===== src/rtl/objects_mux_hit.sv =====
// Final pixel mux (missile > smiley > alien > background) with per-frame collision pulses and hit counter.
// Optional background flash after a player hit: define OBJECTS_MUX_HIT_FLASH_EN.
module objects_mux_hit #(
  parameter              FLASH_COLOR  = 8'hE0,
  parameter int unsigned FLASH_FRAMES = 4
) (
  input  logic       clk,
  input  logic       reset,
  input  logic       startOfFrame,
  input  logic       smileyDrawingRequest,
  input  logic [7:0] smileyRGB,
  input  logic       missileDrawingRequest,
  input  logic [7:0] missileRGB,
  input  logic       alienDrawingRequest,
  input  logic [7:0] alienRGB,
  input  logic [7:0] backGroundRGB,
  output logic [7:0] RGBOut,
  output logic       playerHit,
  output logic       alienHit,
  output logic [7:0] hitCount
);

  if (FLASH_FRAMES < 1 || FLASH_FRAMES > 15 || FLASH_COLOR > 255) begin : g_bad_cfg
    $error("objects_mux_hit: FLASH_FRAMES must be 1..15 and FLASH_COLOR must fit 8 bits");
  end

  logic       pa, ma;
  logic       player_hit_q, alien_hit_q;
  logic [7:0] hit_cnt_q;
  logic [7:0] rgb_q, rgb_d, bg_rgb;
  logic       pa_ovl, ma_ovl;

  assign pa_ovl = smileyDrawingRequest & alienDrawingRequest;
  assign ma_ovl = missileDrawingRequest & alienDrawingRequest;

`ifdef OBJECTS_MUX_HIT_FLASH_EN
  typedef enum logic {IDLE, FLASH} flash_state_t;

  flash_state_t state_q, state_d;
  logic [3:0]   frm_q, frm_d;

  always_ff @(posedge clk) begin
    if (reset) begin
      state_q <= IDLE;
      frm_q   <= '0;
    end else begin
      state_q <= state_d;
      frm_q   <= frm_d;
    end
  end

  // A fresh player hit restarts the flash even if a frame boundary coincides.
  always_comb begin
    state_d = state_q;
    frm_d   = frm_q;
    case (state_q)
      IDLE: begin
        if (player_hit_q) begin
          state_d = FLASH;
          frm_d   = 4'(FLASH_FRAMES);
        end
      end
      FLASH: begin
        if (player_hit_q) begin
          frm_d = 4'(FLASH_FRAMES);
        end else if (startOfFrame) begin
          frm_d = frm_q - 4'd1;
          if (frm_q == 4'd1) state_d = IDLE;
        end
      end
    endcase
  end

  assign bg_rgb = (state_q == FLASH) ? 8'(FLASH_COLOR) : backGroundRGB;
`else
  assign bg_rgb = backGroundRGB;
`endif

  always_comb begin
    rgb_d = bg_rgb;
    if (missileDrawingRequest)     rgb_d = missileRGB;
    else if (smileyDrawingRequest) rgb_d = smileyRGB;
    else if (alienDrawingRequest)  rgb_d = alienRGB;
  end

  // At a frame boundary the old flags are reported and the boundary pixel seeds the new frame.
  always_ff @(posedge clk) begin
    if (reset) begin
      rgb_q        <= '0;
      pa           <= 1'b0;
      ma           <= 1'b0;
      player_hit_q <= 1'b0;
      alien_hit_q  <= 1'b0;
      hit_cnt_q    <= '0;
    end else begin
      rgb_q <= rgb_d;
      if (startOfFrame) begin
        player_hit_q <= pa;
        alien_hit_q  <= ma;
        pa           <= pa_ovl;
        ma           <= ma_ovl;
      end else begin
        player_hit_q <= 1'b0;
        alien_hit_q  <= 1'b0;
        pa           <= pa | pa_ovl;
        ma           <= ma | ma_ovl;
      end
      if (alien_hit_q && hit_cnt_q != '1) hit_cnt_q <= hit_cnt_q + 8'd1;
    end
  end

  assign RGBOut    = rgb_q;
  assign playerHit = player_hit_q;
  assign alienHit  = alien_hit_q;
  assign hitCount  = hit_cnt_q;

endmodule

===== config.mk =====
export PLATFORM = sky130hd
export DESIGN_NAME = objects_mux_hit
export DESIGN_NICKNAME = d
export VERILOG_FILES = /design/src/rtl/objects_mux_hit.sv
export SDC_FILE = /design/constraint.sdc
export NUM_CORES = 1
export LEC_CHECK = 0
export ABC_CLOCK_PERIOD_IN_PS = 2400
export CORE_ASPECT_RATIO = 1.75
export CORE_MARGIN = 2
export CORE_UTILIZATION = 40
export DETAILED_ROUTE_END_ITERATION = 12
export MAX_ROUTING_LAYER = met4
export PLACE_DENSITY = 0.84
export SYNTH_ARGS = -nofsm -noshare
export SYNTH_HDL_FRONTEND = slang
export SYNTH_SLANG_ARGS = --single-unit

===== constraint.sdc =====
create_clock -name clk -period 2.4 [get_ports clk]
set_input_delay 0.6 -clock clk [delete_from_list [all_inputs] [get_ports clk]]
set_output_delay 0.6 -clock clk [all_outputs]
set_load 0.01 [all_outputs]

=== Yosys cells after proc, flatten, opt, wreduce, memory -nomap -nowiden ===
Index checks and enable logic that the tools add are counted.

* Mux-type cells: 5
* Reductions and logical operators: 2
* Bitwise logic cells: 5
* Add/sub/neg operators: 1
* Equality and inequality tests: 1

{| class="wikitable"
|+ Operators with widths
! kind !! count
|-
| $mux W8 || 3
|-
| $add A8 B1 Y8 const B || 1
|-
| $ne A8 B8 Y1 const B || 1
|-
| $and A1 B1 Y1 || 2
|-
| $mux W1 || 2
|-
| $or A1 B1 Y1 || 2
|-
| $reduce_or A2 Y1 || 1
|-
| $logic_and A1 B1 Y1 || 1
|-
| $not A1 Y1 || 1
|}

* Bits of input ports: 38
* Output and inout port bits: 18
* Logic and storage cells: 20
* Register bits after elaboration: 20

=== Logic depth before layout (Yosys ltp) ===
Gate-level depths: netlist of the first run.

* Depth after elaboration: 3
* Mapped depth: 4
* Mapped depth without buffers: 4

=== Least setup slack after synthesis of the first run ===
OpenSTA, ideal clock, no wires.

* Path kind: input -> register
* Start: input port alienDrawingRequest
* End: register rgb_q[0], in the netlist RGBOut[0]
* Path buffers: 1
* Required time: 2270 ps
* Data arrival time: 1313 ps
* Path slack: 957 ps
* Setup time: 130 ps
* Stages: 4
* Cells stage by stage: buf_2 mux2_2 mux2i_1 o22ai_1

* Word-level cells in the longest chain between the ends: 3

{| class="wikitable"
|+ Ends and longest elaborated chain
! what !! line !! source
|-
| start: declaration || 14 || <nowiki>input logic alienDrawingRequest,</nowiki>
|-
| $mux W8 || 83 || <nowiki>else if (alienDrawingRequest) rgb_d = alienRGB;</nowiki>
|-
| $mux W8 || 82 || <nowiki>else if (smileyDrawingRequest) rgb_d = smileyRGB;</nowiki>
|-
| $mux W8 || 81 || <nowiki>if (missileDrawingRequest) rgb_d = missileRGB;</nowiki>
|-
| end signal: assignment || 96 || <nowiki>rgb_q <= rgb_d;</nowiki>
|-
| end: declaration || 30 || <nowiki>logic [7:0] rgb_q, rgb_d, bg_rgb;</nowiki>
|}

No other way between the ends.
A chain may end at the register's enable or synchronous reset.

=== Final worst setup path of the first run ===
* Start: register hit_cnt_q[2], in the netlist hitCount[2]
* End: output port hitCount[2]

{| class="wikitable"
|+ RTL lines
! what !! line !! source
|-
| start: declaration || 29 || <nowiki>logic [7:0] hit_cnt_q;</nowiki>
|-
| start signal: assignment || 108 || <nowiki>if (alien_hit_q && hit_cnt_q != '1) hit_cnt_q <= hit_cnt_q + 8'd1;</nowiki>
|-
| end: declaration || 20 || <nowiki>output logic [7:0] hitCount</nowiki>
|}

No word-level cell between the ends.

==> flow_summary.toml, run 1 <==
[logic_synthesis]
yosys_most_used_dff = "dfxtp_1"
synthArstFlopShare_pct = 0
syn_area_per_cell_um2 = 9.81
synth-seq-area-share_pct = 40.8
synth.ff_latch_count = 20
yosys.area_share.xor_xnor_pct = 0
synth-compound-area-share_pct = 15.2
yosysUniqueCellTypes = 36
synth-adder-area-share_pct = 1.28
synth_nets = 139
synth_cells = 100
muxShareOfSynthArea_pct = 19.9
synth_edf_count = 0
syn-cell-area_um2 = 981
synth_top_family_by_area = "multiplexers"
yosysWarningCount = 0
synth-simple-area-share_pct = 18.4

[floorplan]
die_area_um2 = 2880
rows = 23
die_w_um = 41.4
core_um2 = 2300
die_y_um = 69.5
initial_utilization_pct = 42.6
ios = 56

[layout]
final_cell_mix = "55 x clkdlybuf4s50_1, 20 x dfxtp_1, 9 x mux2i_1"
area_growth_pct = 62.0
final_common_cell = "clkdlybuf4s50_1"
final_nets = 193
postLayoutCoreUtil_pct = 69.0
antenna_cells = 0
drive_gt1_share_pct = 11.8

[timing]
setup_ws_ns = 0.505
timing.final.crit_share_pct = 79.0
rsz0062_at_grt = "no"
setup_tns_ns = 0
drv_slew = 0
clock.fmax_mhz = 528
hold-worst-slack_ns = 0.484
hold_viol_final = 0
finalSetupViolations = 0
slew_headroom_pct = 66.2
skew_ns = 0.00196
min_period_ns = 1.90
worst_slew_pin_slew_ns = 0.506

[clock_tree]
clk_latency_ns = 0.26
cts_buffers = 3
htree_levels = 1
clock-sinks = 20
cts_resized = 0
cts_root_buf = "clkbuf_8"
postCtsSetupBuffers = 0
cts_tree = "built"
clk_pin_slew_ns = 0.07
clockBufferDepth = 2
cts-hold-fix-buffers = 0

[power]
irDropWorstVdd_mv = 0.272
total_leakage_power_nw = 0.608
p_per_area_nw_per_um2 = 472

[worst_setup_path]
critical-path-top-delay-family = "buffers and inverters"
cp_slowest_cell = "clkdlybuf4s50_1"
startpoint_type = "flip-flop"
path_class = "flip-flop to output port"
arrival_ns = 1.30
critical_path_buf_inv_count = 1
reg2reg_from = "hitCount[0]"
crit_required_ns = 1.80
cpPeakStageDelay_ns = 0.58
path_cells = "clkdlybuf4s50_1"
path_max_fanout = 8
crit_start = "hitCount[2]"
cp-end-kind = "output port"

[global_routing]
grt_max_degree = 13
overflow = 0
grt_pass1_vias = 1043
grt_pass1_wl_um = 4100
grt_usage_pct = 18.3
antenna_found_initial = 0

[placed_design]
hpwl_um = 2010
portBuffers = 55
pre_cts_ws_ns = 0.314
place_congestion = 0.836

[hold_path]
min_from = "pa"
hold_class = "flip-flop to flip-flop"

[route]
avgRoutedWirePerCell_um = 13.6
drt_iter0_drc = 6
wl_um = 2420
vias_per_cell = 5.58
drc = 0
drtPass1Iterations = 4
dr_total_vias = 993
final_antenna_net_count = 0

[flow_run]
drv_cap = 0

[outcome]
outcome = "finished, final reports clean"
-- final timing paths --
| check | cells past startpoint | to | slack [ns] |
|---|---|---|---|
| hold reg to reg | 1 | playerHit | 0.48 |
| hold / removal | 1 | playerHit | 0.48 |
| setup reg to reg | 4 | hitCount[0] | 0.92 |
| setup / recovery | 1 | hitCount[2] | 0.50 |
-- kinds of logic after synthesis --
logic type | after synthesis
flops | 20
buf+inv | 9
simple gates | 30
compound gates | 22
fa+ha+maj | 1
mux | 18
-- power breakdown --
group	internal (mW)	leakage, nW	switching [mW]	total [mW]
Clock	0.146	0.0288	0.106	0.252
Combinational	0.0996	0.415	0.0475	0.147
Sequential	0.345	0.164	0.00503	0.350
Total	0.591	0.608	0.159	0.750
-- synth_stat cells (2+ instances only) --
master | instances | area (µm²)
a22oi_1 | 2 | 15.0
nand2b_1 | 2 | 12.5
a211oi_1 | 3 | 22.5
inv_1 | 2 | 7.51
dfxtp_1 | 20 | 400
buf_2 | 5 | 25.0
nor3_1 | 2 | 10.0
a31oi_1 | 2 | 12.5
a21oi_1 | 3 | 15.0
mux2i_1 | 9 | 90.1
nand2_1 | 8 | 30.0
nor3b_1 | 3 | 22.5
nor2_1 | 3 | 11.3
mux2_2 | 8 | 90.1
o22ai_1 | 7 | 43.8
-- stage by stage --
stage	power (mW)	cells	cell area, µm²
2_1_floorplan	0.415	100	981
6_report	0.750	178	1590
3_3_place_gp	0.503	174	1530
4_1_cts	0.758	178	1590
5_1_grt	0.778	178	1590
3_5_place_dp	0.506	174	1530
-- registers in the layout (all words and copies together), names as in the netlist --
register / cells
pa: 1
alienHit: 1
RGBOut: 8
ma: 1
playerHit: 1
hitCount: 8
-- layout make-up --
cell class | instances | area [µm²]
Sequential cell | 20 | 400
Fill cell | 190 | 713
Clock buffer | 4 | 55.1
Tap cell | 25 | 31.3
Timing Repair Buffer | 56 | 558
Multi-Input combinational cell | 71 | 537
Inverter | 2 | 7.51
-- per-layer routing --
layer	vias up	GRT usage, %	share of wire (%)
li1	474	-	-
met1	455	17.1	36
met2	57	33.9	53
met3	7	2.60	8.1
met4	0	10.4	2.8
met5	-	-	0
No activity file was read; power rests on OpenSTA's default activity.
==> run 2, diff against run 1 <==
ABC_CLOCK_PERIOD_IN_PS = 1690   (was 2400)
CORE_UTILIZATION = 34   (was 40)
PLACE_DENSITY = 0.76   (was 0.84)
clock period = 1.69 ns   (was 2.4 ns; I/O delays follow)
==> run 2 against run 1 <==
Against the previous run:
- final cell count is 5.1% higher
- sequential share of layout area is 0.71 points lower
- power increased by 45%
- critical path depth stayed put
- combinational power rose by 50%
- non-clock buffer count rose by 7
- sequential power grew 42%
- clock power is 46% higher
- hold slack better by 0.00064 ns
- via count grew 3.1%
- clock skew about the same
==> flow_summary.toml, run 2 (synthesis gave the netlist of run 1 again) <==
[worst_setup_path]
reg2reg_from = "hitCount[0]"
crit_required_ns = 1.27
reg2reg_setup_slack_ns = 0.19
startpoint_type = "flip-flop"
cp_slowest_cell = "clkdlybuf4s50_1"
critical_path_buf_inv_count = 1
rr_worst_depth = 4
cp_num_cells = 1
arrival_ns = 1.22
path_cells = "clkdlybuf4s50_1"
cp-end-kind = "output port"
crit_path_end = "hitCount[7]"
reg2reg_to = "hitCount[0]"
cpPeakStageDelay_ns = 0.56
critical-path-top-delay-family = "buffers and inverters"
crit_start = "hitCount[7]"
path_class = "flip-flop to output port"
path_max_fanout = 5

[route]
dr_wl_met3_um = 195
final_antenna_net_count = 0
route.met2.wl_um = 1570
top_layer = "met4"
met1_length_um = 913
drc = 0
drtPass1Iterations = 4
vias_per_cell = 5.48
wl_um = 2730
avgRoutedWirePerCell_um = 14.6
dr_total_vias = 1024
drt_iter0_drc = 24

[clock_tree]
cts-hold-fix-buffers = 0
clockBufferDepth = 2
clk_pin_slew_ns = 0.08
htree_levels = 1
cts_root_buf = "clkbuf_8"
cts_buffers = 3
clk_latency_ns = 0.26
clock-sinks = 20
cts_tree = "built"

[layout]
fill_cells = 242
drive_gt1_share_pct = 17.5
regArea_um2 = 404
final_area_um2 = 1650
area_growth_pct = 68.2
fin_cells = 187
final_cell_mix = "54 x clkdlybuf4s50_1, 17 x dfxtp_1, 9 x mux2i_1"
final_nets = 200
multiInputGateArea_um2 = 537
antenna_cells = 0
final_common_cell = "clkdlybuf4s50_1"

[floorplan]
die_area_um2 = 3350
rows = 25
core_um2 = 2720
die_y_um = 75.1
ios = 56
initial_utilization_pct = 36.0
die_w_um = 44.6

[global_routing]
overflow = 0
grt_max_degree = 13
antenna_found_initial = 0
grt_pass1_wl_um = 4330
grt_pass1_vias = 1051
grt_usage_pct = 18.5

[timing]
timing.final.crit_share_pct = 97.0
hold-worst-slack_ns = 0.484
clock.fmax_mhz = 610
drv_slew = 0
finalSetupViolations = 0
rsz0062_at_grt = "no"
min_period_ns = 1.64
hold_viol_final = 0
slew_headroom_pct = 80.1
skew_ns = 0.00186
worst_slew_pin_slew_ns = 0.299

[power]
clkPwrFrac_pct = 34.0
p_int_uw = 847
irDropWorstVdd_mv = 0.386
p_comb_share_pct = 20.3
p_total_mw = 1.09
pwr-share-seq_pct = 45.8
p_per_area_nw_per_um2 = 658
power.share.switching_pct = 22.0
total_leakage_power_nw = 0.663
power_switching_uw = 239

[placed_design]
dpl_cell_area_um2 = 1590
place_congestion = 0.774
dp_cells = 183
portBuffers = 55
hpwl_um = 2250

[hold_path]
hold_class = "flip-flop to flip-flop"
min_from = "hitCount[3]"

[outcome]
outcome = "finished, final reports clean"

[flow_run]
drv_cap = 0
## run 2: changes by cell type in the layout (fill, tap and decap cells not counted)
cell	delta
buf_4	+7
dfxtp_1	-3
dfxtp_2	+3
clkdlybuf4s50_1	-1
dlymetal6s2s_1	+1
## run 2: what timing repair did
item	4_1_cts	5_1_grt
hold endpoints to repair	0	0
gates resized for setup	1	3
setup buffers	0	0
setup endpoints to repair	1	3
## run 2: cell type report
class,count,share of cell area [%]
Multi-Input combinational cell,71,32.5
Sequential cell,20,24.5
Inverter,2,0.455
Clock buffer,4,3.34
Tap cell,27,2.05
Timing Repair Buffer,63,37.1
## run 2: worst min path at each step
stage                        endpoint  slack, ns  cells after the start
after floorplan              alienHit       0.46                      1
after global placement       alienHit       0.47                      1
after detailed placement    playerHit       0.48                      1
after CTS                    alienHit       0.49                      1
after global routing         alienHit       0.50                      1
final                     hitCount[3]       0.48                      1
## run 2: routing by layer
metal,up-vias,GRT usage (%)
met5,-,-
met4,0,9.76
met3,6,4.32
met2,55,35.7
met1,475,15.2
li1,488,-
## run 2: stage by stage
step | util [%] | setup WS (ns) | setup TNS (ns)
final | 60.6 | 0.0509 | 0
after global routing | 60.6 | 0.00102 | 0
after CTS | 60.5 | 0.0235 | 0
after detailed placement | 58.4 | -0.0678 | -0.329
after global placement | 58.4 | -0.0362 | -0.170
after floorplan | - | 0.267 | 0
## run 2: power by group through the flow
stage / Clock (mW) / Sequential, mW / Combinational, mW
6_report: 0.369 / 0.497 / 0.220
5_1_grt: 0.396 / 0.499 / 0.235
4_1_cts: 0.375 / 0.497 / 0.222
3_5_place_dp: 0 / 0.508 / 0.221
3_3_place_gp: 0 / 0.508 / 0.217
2_1_floorplan: 0 / 0.516 / 0.0731
